`config.mk`:
```
export PLATFORM = sky130hd
export DESIGN_NAME = uart_rx_buffered
export DESIGN_NICKNAME = d
export VERILOG_FILES = /design/src/rtl/uart_rx_buffered.sv
export SDC_FILE = /design/constraint.sdc
export NUM_CORES = 1
export LEC_CHECK = 0
export ABC_AREA = 1
export CAP_MARGIN = 20
export CELL_PAD_IN_SITES_DETAIL_PLACEMENT = 1
export CELL_PAD_IN_SITES_GLOBAL_PLACEMENT = 1
export CORE_MARGIN = 4
export CORE_UTILIZATION = 47
export CTS_CLUSTER_DIAMETER = 40
export DETAILED_ROUTE_END_ITERATION = 10
export PLACE_DENSITY_LB_ADDON = 0.1
export SYNTH_ARGS = -nofsm -noshare
export SYNTH_HDL_FRONTEND = slang
export SYNTH_SLANG_ARGS = --single-unit
```
`constraint.sdc`:
```
create_clock -name clk -period 4 [get_ports clk]
set_clock_uncertainty 0.2 [all_clocks]
set_input_delay 0.4 -clock clk [delete_from_list [all_inputs] [get_ports clk]]
set_output_delay 0.4 -clock clk [all_outputs]
set_load 0.02 [all_outputs]
```
`src/rtl/uart_rx_buffered.sv`:
```
// 8N1 UART receiver with 16x oversampling, framing/break/overrun flags and a 2-entry output FIFO.
// Optional build macro: UART_RX_MAJORITY_EN selects 2-of-3 majority sampling at ticks 7/8/9.
module uart_rx_buffered #(
  parameter int CLOCKFRQ = 240000000,
  parameter int BAUDRATE = 3500000
) (
  input  logic       clk,
  input  logic       rst,
  input  logic       rx,
  output logic [7:0] rx_byte,
  output logic       rx_valid,
  input  logic       rx_ready,
  output logic       frame_err,
  output logic       overrun,
  output logic       break_det,
  output logic       is_receiving
);

  localparam int TICK_DIV = CLOCKFRQ / (BAUDRATE * 16);
  localparam int DIV_W    = (TICK_DIV > 1) ? $clog2(TICK_DIV) : 1;
  localparam logic [DIV_W-1:0] DIV_LAST = DIV_W'(TICK_DIV - 1);

  typedef enum logic [2:0] {IDLE, START, DATA, STOP, WAIT_IDLE} state_t;

  state_t           state_q, state_d;
  logic             rx_meta_p0, rxs, rxs_p1;
  logic             start_edge;
  logic [DIV_W-1:0] div_cnt;
  logic             tick;
  logic [3:0]       tick_cnt;
  logic             decide, bit_val;
  logic [2:0]       bit_cnt;
  logic [7:0]       shift_q;
  logic             shift_en, push, fe_set, brk_set;
  logic             frame_err_q, overrun_q, break_q;
  logic [7:0]       mem_q [2];
  logic             wr_ptr, rd_ptr;
  logic [1:0]       count;
  logic             full, pop, wr_en;

  // stage: two-flop synchroniser plus one delayed copy for edge detection
  always_ff @(posedge clk) begin
    if (rst) begin
      rx_meta_p0 <= 1'b1;
      rxs        <= 1'b1;
      rxs_p1     <= 1'b1;
    end else begin
      rx_meta_p0 <= rx;
      rxs        <= rx_meta_p0;
      rxs_p1     <= rxs;
    end
  end

  assign start_edge = rxs_p1 & ~rxs;

  // stage: oversample tick generator, phase-aligned to the start edge
  assign tick = (div_cnt == DIV_LAST);

  always_ff @(posedge clk) begin
    if (rst || (state_q == IDLE && start_edge)) begin
      div_cnt  <= '0;
      tick_cnt <= '0;
    end else begin
      div_cnt <= tick ? '0 : div_cnt + 1'b1;
      if (tick) tick_cnt <= tick_cnt + 4'd1;
    end
  end

`ifdef UART_RX_MAJORITY_EN
  function automatic logic maj3(input logic a, input logic b, input logic c);
    return (a & b) | (a & c) | (b & c);
  endfunction

  logic smp7, smp8;

  // tick_cnt holds N-1 on the tick that is tick N of the bit
  always_ff @(posedge clk) begin
    if (tick && tick_cnt == 4'd6) smp7 <= rxs;
    if (tick && tick_cnt == 4'd7) smp8 <= rxs;
  end

  assign decide  = tick && (tick_cnt == 4'd8);
  assign bit_val = maj3(smp7, smp8, rxs);
`else
  assign decide  = tick && (tick_cnt == 4'd7);
  assign bit_val = rxs;
`endif

  // stage: receive FSM
  always_ff @(posedge clk) begin
    if (rst) state_q <= IDLE;
    else     state_q <= state_d;
  end

  always_comb begin
    state_d  = state_q;
    shift_en = 1'b0;
    push     = 1'b0;
    fe_set   = 1'b0;
    brk_set  = 1'b0;
    case (state_q)
      IDLE:      if (start_edge) state_d = START;
      START:     if (decide) state_d = bit_val ? IDLE : DATA;
      DATA: begin
        if (decide) begin
          shift_en = 1'b1;
          if (bit_cnt == 3'd7) state_d = STOP;
        end
      end
      STOP: begin
        if (decide) begin
          if (bit_val) begin
            push    = 1'b1;
            state_d = IDLE;
          end else begin
            fe_set  = 1'b1;
            brk_set = (shift_q == 8'h00);
            state_d = WAIT_IDLE;
          end
        end
      end
      WAIT_IDLE: if (rxs) state_d = IDLE;
      default:   state_d = IDLE;
    endcase
  end

  always_ff @(posedge clk) begin
    if (rst || state_q != DATA) bit_cnt <= '0;
    else if (shift_en)          bit_cnt <= bit_cnt + 3'd1;
  end

  always_ff @(posedge clk) begin
    if (shift_en) shift_q <= {bit_val, shift_q[7:1]};
  end

  // stage: status flags and output FIFO
  assign full  = (count == 2'd2);
  assign pop   = rx_valid & rx_ready;
  assign wr_en = push & (~full | pop);

  always_ff @(posedge clk) begin
    if (rst) begin
      frame_err_q <= 1'b0;
      overrun_q   <= 1'b0;
      break_q     <= 1'b0;
      wr_ptr      <= 1'b0;
      rd_ptr      <= 1'b0;
      count       <= 2'd0;
    end else begin
      frame_err_q <= fe_set;
      overrun_q   <= push & full & ~pop;
      if (brk_set)  break_q <= 1'b1;
      else if (rxs) break_q <= 1'b0;
      if (wr_en) wr_ptr <= ~wr_ptr;
      if (pop)   rd_ptr <= ~rd_ptr;
      count <= count + 2'(wr_en) - 2'(pop);
    end
  end

  // a full-buffer push with a simultaneous pop lands in the slot being vacated
  always_ff @(posedge clk) begin
    if (wr_en) mem_q[wr_ptr] <= shift_q;
  end

  assign rx_valid     = (count != 2'd0) & ~rst;
  assign rx_byte      = rx_valid ? mem_q[rd_ptr] : 8'h00;
  assign frame_err    = frame_err_q & ~rst;
  assign overrun      = overrun_q & ~rst;
  assign break_det    = break_q & ~rst;
  assign is_receiving = (state_q != IDLE) & ~rst;

endmodule
```
[Yosys cells after proc, flatten, opt, wreduce, memory -nomap -nowiden]
Memories as Yosys holds them, arrays and structs flattened. A register that Yosys moved wholly into a read port is not among the register bits.
Index checks and enable logic that the tools add are counted.
Widths: inputs -> output; s select.
Cells by class
  $add $sub $neg: 5
  multiply operators: 0
  div/mod/pow operators: 0
  $lt $le $gt $ge: 0
  equality and inequality tests: 15
  shifts and indexed selects: 0
  muxes and demuxes: 25
  bitwise gates (word level): 19
  reductions and logical operators: 12
Operators with widths (count)
  $mux 3: 7
  $mux 1: 15
  $pmux 3 s5: 1
  $ne 2x2->1 const B: 6
  $and 1x1->1: 10
  $logic_not 8->1: 1
  $mux 8: 1
  $not 1->1: 8
  $eq 3x2->1 const B: 2
  $eq 3x3->1 const B: 2
  $reduce_and 6->1: 1
  $add 4x1->4 const B: 1
  $eq 2x2->1 const B: 2
  $eq 4x3->1 const B: 1
  $reduce_bool 2->1: 2
  $add 3x1->3 const B: 1
  $eq 3x1->1 const B: 1
  $logic_not 3->1: 1
  $ne 3x2->1 const B: 1
  $reduce_bool 3->1: 1
  $reduce_or 3->1: 1
  $add 2x1->2: 1
  $add 2x1->2 const B: 1
  $logic_and 1x1->1: 2
  5 further kinds: 6
Word-level totals
  register bits: 30
  latch bits: 0
  bits in writable memories: 16
  memory bits (read-only): 0
  bits of input ports: 4
  output and inout bits: 13
  word-level logic and storage cells: 91
  memories kept: 1
Memory list
  mem_q: depth 2, bits a word 8, rd ports 1, clocked after memory_dff 1, write ports 1, line 36  | logic [7:0] mem_q [2];

[Longest topological paths before layout]
Gate-level depths: netlist of run 1.
  depth after elaboration: 7
  mapped depth: 12
  gate-level depth less buffers: 12

[Worst setup path after synthesis of run 1]
No wires, ideal clock.
  kind: register to register
  start: reg div_cnt[0]
  end: reg count[1]
  data arrival time: 1.877 ns
  required time: 3.679 ns
  slack: 1.802 ns
  cell stages (with the launch flop): 13
  path buffers: 0
  cell sequence: dfxtp_1 ha_1 nand2_2 nor2_4 nand2_2 nor2_4 nand2_1 ha_1 inv_1 ha_1 xnor2_1 o21ai_0 a21oi_1
On the way
  word-level cells in the longest chain between the ends: 7
Ends and longest elaborated chain
  from (decl): line 28  | logic [DIV_W-1:0] div_cnt;
  from (signal assigned): line 64  | div_cnt <= tick ? '0 : div_cnt + 1'b1;
  $eq 2x2->1: line 57  | assign tick = (div_cnt == DIV_LAST);
  $logic_and 1x1->1: line 85  | assign decide = tick && (tick_cnt == 4'd7);
  $mux 1: line 111  | if (decide) begin
  $mux 1: line 101  | case (state_q)
  $and 1x1->1: line 139  | assign wr_en = push & (~full | pop);
  $add 2x1->2: line 156  | count <= count + 2'(wr_en) - 2'(pop);
  $sub 2x1->2: line 156
  to (signal assigned): line 156
  to (decl): line 38  | logic [1:0] count;
Every way passes these cells.
A chain may end at the register's enable or synchronous reset.

[Worst setup path after layout of run 1]
  start: in rst
  end: reg count[1]
On the way
  word-level cells in the longest chain between the ends: 7
Ends and longest elaborated chain
  from (decl): line 8  | input logic rst,
  $not 1->1: line 165  | assign rx_valid = (count != 2'd0) & ~rst;
  $and 1x1->1: line 165
  $and 1x1->1: line 138  | assign pop = rx_valid & rx_ready;
  $or 1x1->1: line 139
  $and 1x1->1: line 139
  $add 2x1->2: line 156
  $sub 2x1->2: line 156
Parallel ways exist; a longest one is shown, timed or not.

==> results.toml, run 1 <==
[outcome]
status = "complete, no violations"

[min_path]
hold_class = "register to register"

[die]
ios = 17
dieHeight_um = 71.9
fp-row-count = 22
dieArea_mm2 = 0.00517
die_w_um = 71.9
initial_core_util_pct = 50.5
core_area_mm2 = 0.00380

[placed_design]
hpwl_mm = 2.87
placed_cell_area_mm2 = 0.00213
gp_congestion = 0.878
placed_cells = 246
io_buffers = 16

[clocking]
post_cts_resized = 0
clkTransAtPathRegs_ps = 90
cts-htree-levels = 2
cts_tree = "yes"
clockBufferDepth = 2
clockRootBuffer = "clkbuf_8"
hold_buffers = 0
clk_latency_ps = 300
cts_num_sinks = 47
post_cts_buffers = 0
numCtsBuffers = 5

[power]
ir_worst_vdd_mv = 0.275
power_density_mw_per_mm2 = 447
p_leak_nw = 0.921
finalPower_mw = 1.00

[synth]
netlist.area_leader.share_pct = 37.5
syn_inst = 184
yosysSeqAreaShare_pct = 61.5
synth_flop_cell = "edfxtp_1"
synth_top_area_cell = "edfxtp_1"
synth_cell_types = 25
syn-num-nets = 194
synth_area_mm2 = 0.00192
async_reset_ff_share_pct = 0
synth_warnings = 0
yosys-top-cells-area = "edfxtp_1, dfxtp_1, nand2_1"
yosys_register_bits = 47
syn_area_per_cell_um2 = 10.4
synth_edf_count = 24

[global_route]
grt_pass1_vias = 1429
grt.overflow.total = 0
grt_pass1_wl_mm = 6.62
antenna_found_initial = 0
grt_max_degree = 17
gr-usage-all-layers_pct = 16.3

[sta]
maxSlewHeadroom_pct = 57.9
setup_viol = 0
period_minus_slack_ps = 2910
rsz0062_at_grt = "false"
hold_violations = 0
worst_pin_slew_ps = 630
period_share_pct = 72.7
fin_setup_tns_ps = 0
max_freq_mhz = 344
drv_slew = 0

[critical_path]
cp_common_cell = "nand2_1"
ff2ff_setup_slack_ps = 1480
cp_top_family = "buffers and inverters"
crit_chain = "clkdlybuf4s50_1 > inv_2 > o21ai_0 > inv_2 > nand2_1 > nand2_1 > nand2_1 > ha_1 > inv_1 > ha_1 > xnor2_1 > o21ai_0 > a21oi_1"
critical_path_arrival_ps = 2950
startpoint_type = "primary input"
required_ps = 4040
slowest_stage = "clkdlybuf4s50_1"
path_buf_inv = 4
crit_fanout = 11
worst_path_largest_cell_delay_ps = 600
critical_path_class = "primary input to register"
endpoint_kind = "register"

[routing]
drt_wl_total_mm = 3.82
drc = 0
vias_per_cell = 5.11
drt_iter0_markers = 28
dr_total_vias = 1299
antenna_left = 0
wl_per_cell_um = 15.0
firstDrtPassIters = 4

[final_layout]
insertedDiodeCount = 0
layout-drive-gt1-share_pct = 13.6
nets = 215
final_cell_area_mm2 = 0.00225
syn_to_final_growth_pct = 17.0
stdcell_count = 254

[run]
drv_cap = 0
==> worst paths after layout <==
path	start	end	cells after the start
hold / removal	rx_meta_p0	bit_val	1
hold reg to reg	rx_meta_p0	bit_val	1
setup reg to reg	div_cnt[0]	count[1]	12
setup / recovery	rst	count[1]	13
==> metrics by stage <==
| step | setup slack (ps) | hold WS, ps | util, % |
|---|---|---|---|
| 6_report | 1090 | 204 | 59.1 |
| 3_3_place_gp | 1060 | 200 | 56.1 |
| 2_1_floorplan | 1800 | 189 | - |
| 3_5_place_dp | 864 | 202 | 56.1 |
| 5_1_grt | 891 | 233 | 59.1 |
| 4_1_cts | 1090 | 210 | 59.1 |
==> layer usage <==
layer | up-vias | routed length [um] | global-route usage (%)
met1 | 629 | 1670 | 20.0
met4 | 0 | 55 | 5.64
met5 | - | 0 | 0
li1 | 638 | - | -
met3 | 7 | 116 | 3.19
met2 | 25 | 1970 | 28.7
==> worst reg2reg max path, cell delays in order, from the launching register on <==
cell and delay [ps]:
dfxtp_1 350, ha_1 280, nand2_2 120, nor2_4 200
nand2_2 120, nor2_4 120, nand2_1 90, ha_1 300
inv_1 50, ha_1 190, xnor2_1 200, o21ai_0 120
a21oi_1 110
==> sequential cells by signal, summed over array words and instances (netlist names), 2 cells and up, named ones only <==
signal,flops
bit_cnt,3
mem_q,16
div_cnt,2
state_q,3
count,2
shift_q,8
tick_cnt,4
==> cell usage in the layout (no fill, tap or decap), drive strengths merged <==
cell type	count
nand2	30
nor2	30
inv	28
edfxtp	24
dfxtp	23
clkdlybuf4s50	16
mux2	8
a21oi	8
nand3	7
ha	6
clkbuf	5
o21ai	3
nor4	3
xor2	3
or2	3
xnor2	2
o21a	1
o211ai	1
mux2i	1
nand4	1
nor3	1
bufinv	1
clkinvlp	1
==> where the power goes <==
| part | total, mW | internal [mW] | switching, mW |
|---|---|---|---|
| Sequential | 0.528 | 0.517 | 0.0111 |
| Combinational | 0.125 | 0.0462 | 0.0790 |
| Clock | 0.350 | 0.188 | 0.162 |
==> cell families (layout without fill, tap and decap cells) <==
kind of cell	count (synthesis)	in the layout	share of synthesized area, %
fa+ha+maj	6	6	3.91
buf+inv	29	51	5.74
simple gates	75	75	17.7
compound gates	13	13	3.65
xor+xnor	5	5	2.28
mux	9	9	5.22
flops	47	47	61.5
==> synth_stat cells, drive strengths merged (2+ instances only) <==
master	number
nand2	30
nor2	30
inv	27
edfxtp	24
dfxtp	23
a21oi	8
mux2	8
nand3	7
ha	6
nor4	3
o21ai	3
or2	3
xor2	3
xnor2	2
==> final cells by class <==
cell class | instances | area (um2)
multi-input cells | 108 | 628
fillers | 416 | 1550
flip-flops and latches | 47 | 1180
repair buffers | 16 | 160
clock inverters | 3 | 46.3
well taps | 48 | 60.1
clock buffers | 5 | 68.8
inverters | 27 | 101
No activity file was read; power rests on OpenSTA's default activity.
==> run 2, diff against run 1 <==
CORE_UTILIZATION = 44   (was 47)
clock period = 2.95 ns   (was 4 ns; I/O delays follow)
==> run 2 against run 1 <==
Register-to-register slack got worse by 940 ps. Sequential share of layout area fell by 0.23 points. Final area rose by 0.45%. Setup slack got worse by 550 ps. Non-clock buffer count rose by 3. Critical path type is now register to register. Critical endpoint unchanged. Wire length fell by 1.8%. Die area rose by 6.0%. Clock power rose by 19%. Flip-flop and latch count did not move. Global-route usage rose by 0.18 points. Worst hold slack improved by 17 ps.
==> results.toml, run 2 (synthesized netlist as in run 1, its figures left out) <==
[sta]
drv_slew = 0
period_minus_slack_ps = 2410
maxSlewHeadroom_pct = 74.8
max_freq_mhz = 415
period_share_pct = 81.8
fin_setup_tns_ps = 0
fin_hold_ws_ps = 221
worst_pin_slew_ps = 377
setup_viol = 0
rsz0062_at_grt = "false"
setup_slack_ps = 538
hold_violations = 0

[outcome]
status = "complete, no violations"

[global_route]
antenna_found_initial = 0
gr-usage-all-layers_pct = 16.5
grt_pass1_wl_mm = 6.78
grt_pass1_vias = 1427
grt_max_degree = 14
grt.overflow.total = 0

[final_layout]
syn_to_final_growth_pct = 17.5
final_common_cell = "nand2_1"
fillCellCount = 450
nets = 218
fin_util_pct = 54.8
insertedDiodeCount = 0
regMostFlops = "mem_q"
layout-drive-gt1-share_pct = 14.4
largest_reg_flops = 16
reg_top3 = "mem_q x16, shift_q x8, tick_cnt x4"
final_cell_area_mm2 = 0.00226
final_cell_mix = "nand2_1, nor2_1, inv_1, edfxtp_1, dfxtp_1"

[clocking]
clk_latency_ps = 300
cts_num_sinks = 47
hold_buffers = 0
clkTransAtPathRegs_ps = 80
clockBufferDepth = 2
cts-htree-levels = 2
clockRootBuffer = "clkbuf_8"
post_cts_buffers = 0
cts_tree = "yes"
post_cts_resized = 0
numCtsBuffers = 5

[power]
ir_worst_vdd_mv = 0.296
p_leak_nw = 0.933
power_density_mw_per_mm2 = 577

[critical_path]
startpoint_type = "register"
worst_path_largest_cell_delay_ps = 340
crit_fanout = 7
critical_path_class = "register to register"
endpoint_kind = "register"
required_ps = 2940
cp_common_cell = "ha_1"
cp_top_family = "adder cells"
path_buf_inv = 1
slowest_stage = "dfxtp_1"
critical_path_arrival_ps = 2400
crit_chain = "ha_1 > nand2_2 > nor2_4 > nand2_2 > nor2_4 > nand2_1 > ha_1 > inv_1 > ha_1 > xnor2_1 > o21ai_0 > a21oi_1"

[min_path]
hold_class = "register to register"

[die]
initial_core_util_pct = 46.6
dieHeight_um = 74.0
fp-row-count = 23
ios = 17
die_w_um = 74.0
dieArea_mm2 = 0.00548
core_area_mm2 = 0.00412

[run]
drv_cap = 0

[placed_design]
gp_congestion = 0.734
placed_cell_area_mm2 = 0.00216
hpwl_mm = 2.89
io_buffers = 16
pre_cts_slack_ps = 314

[routing]
drt_iter0_markers = 45
drc = 0
vias_per_cell = 5.00
firstDrtPassIters = 4
dr_total_vias = 1294
antenna_left = 0
wl_per_cell_um = 14.5
drt_wl_total_mm = 3.75
-- run 2: worst register-to-register path, stage by stage (launching register included) --
cell     delay (ps)
dfxtp_1         340
ha_1            280
nand2_2         120
nor2_4          200
nand2_2         120
nor2_4          120
nand2_1          80
ha_1            280
inv_1            40
ha_1            180
xnor2_1         130
o21ai_0         150
a21oi_1          50
-- run 2: path summary, 6_finish.rpt --
check	startpoint	endpoint	slack [ps]	cells after the start
setup / recovery	div_cnt[0]	count[1]	540	12
hold / removal	rx_meta_p0	bit_val	220	1
setup reg to reg	div_cnt[0]	count[1]	540	12
hold reg to reg	rx_meta_p0	bit_val	220	1
-- run 2: per-layer routing --
metal | vias to the layer above | global-route usage, % | share of wire (%)
li1 | 645 | - | -
met1 | 622 | 19.0 | 43
met2 | 19 | 29.5 | 52
met3 | 8 | 4.19 | 3.5
met4 | 0 | 6.04 | 1.9
met5 | - | 0 | 0
-- run 2: area by class of cell --
type	count	area, um2	area share (%)
Sequential cell	47	1180	52.4
Multi-Input combinational cell	108	628	27.8
Timing Repair Buffer	19	183	8.10
Inverter	27	101	4.49
Clock buffer	8	100	4.44
Tap cell	50	62.6	2.77
-- run 2: metrics by stage --
step / power [mW] / instances
2_1_floorplan: 0.853 / 184
3_3_place_gp: 0.888 / 251
3_5_place_dp: 0.899 / 251
4_1_cts: 1.32 / 259
5_1_grt: 1.38 / 259
6_report: 1.30 / 259
-- run 2: where the power goes --
group	internal, mW	switching (mW)
Sequential	0.701	0.0164
Combinational	0.0640	0.105
Clock	0.214	0.202
Total	0.979	0.323
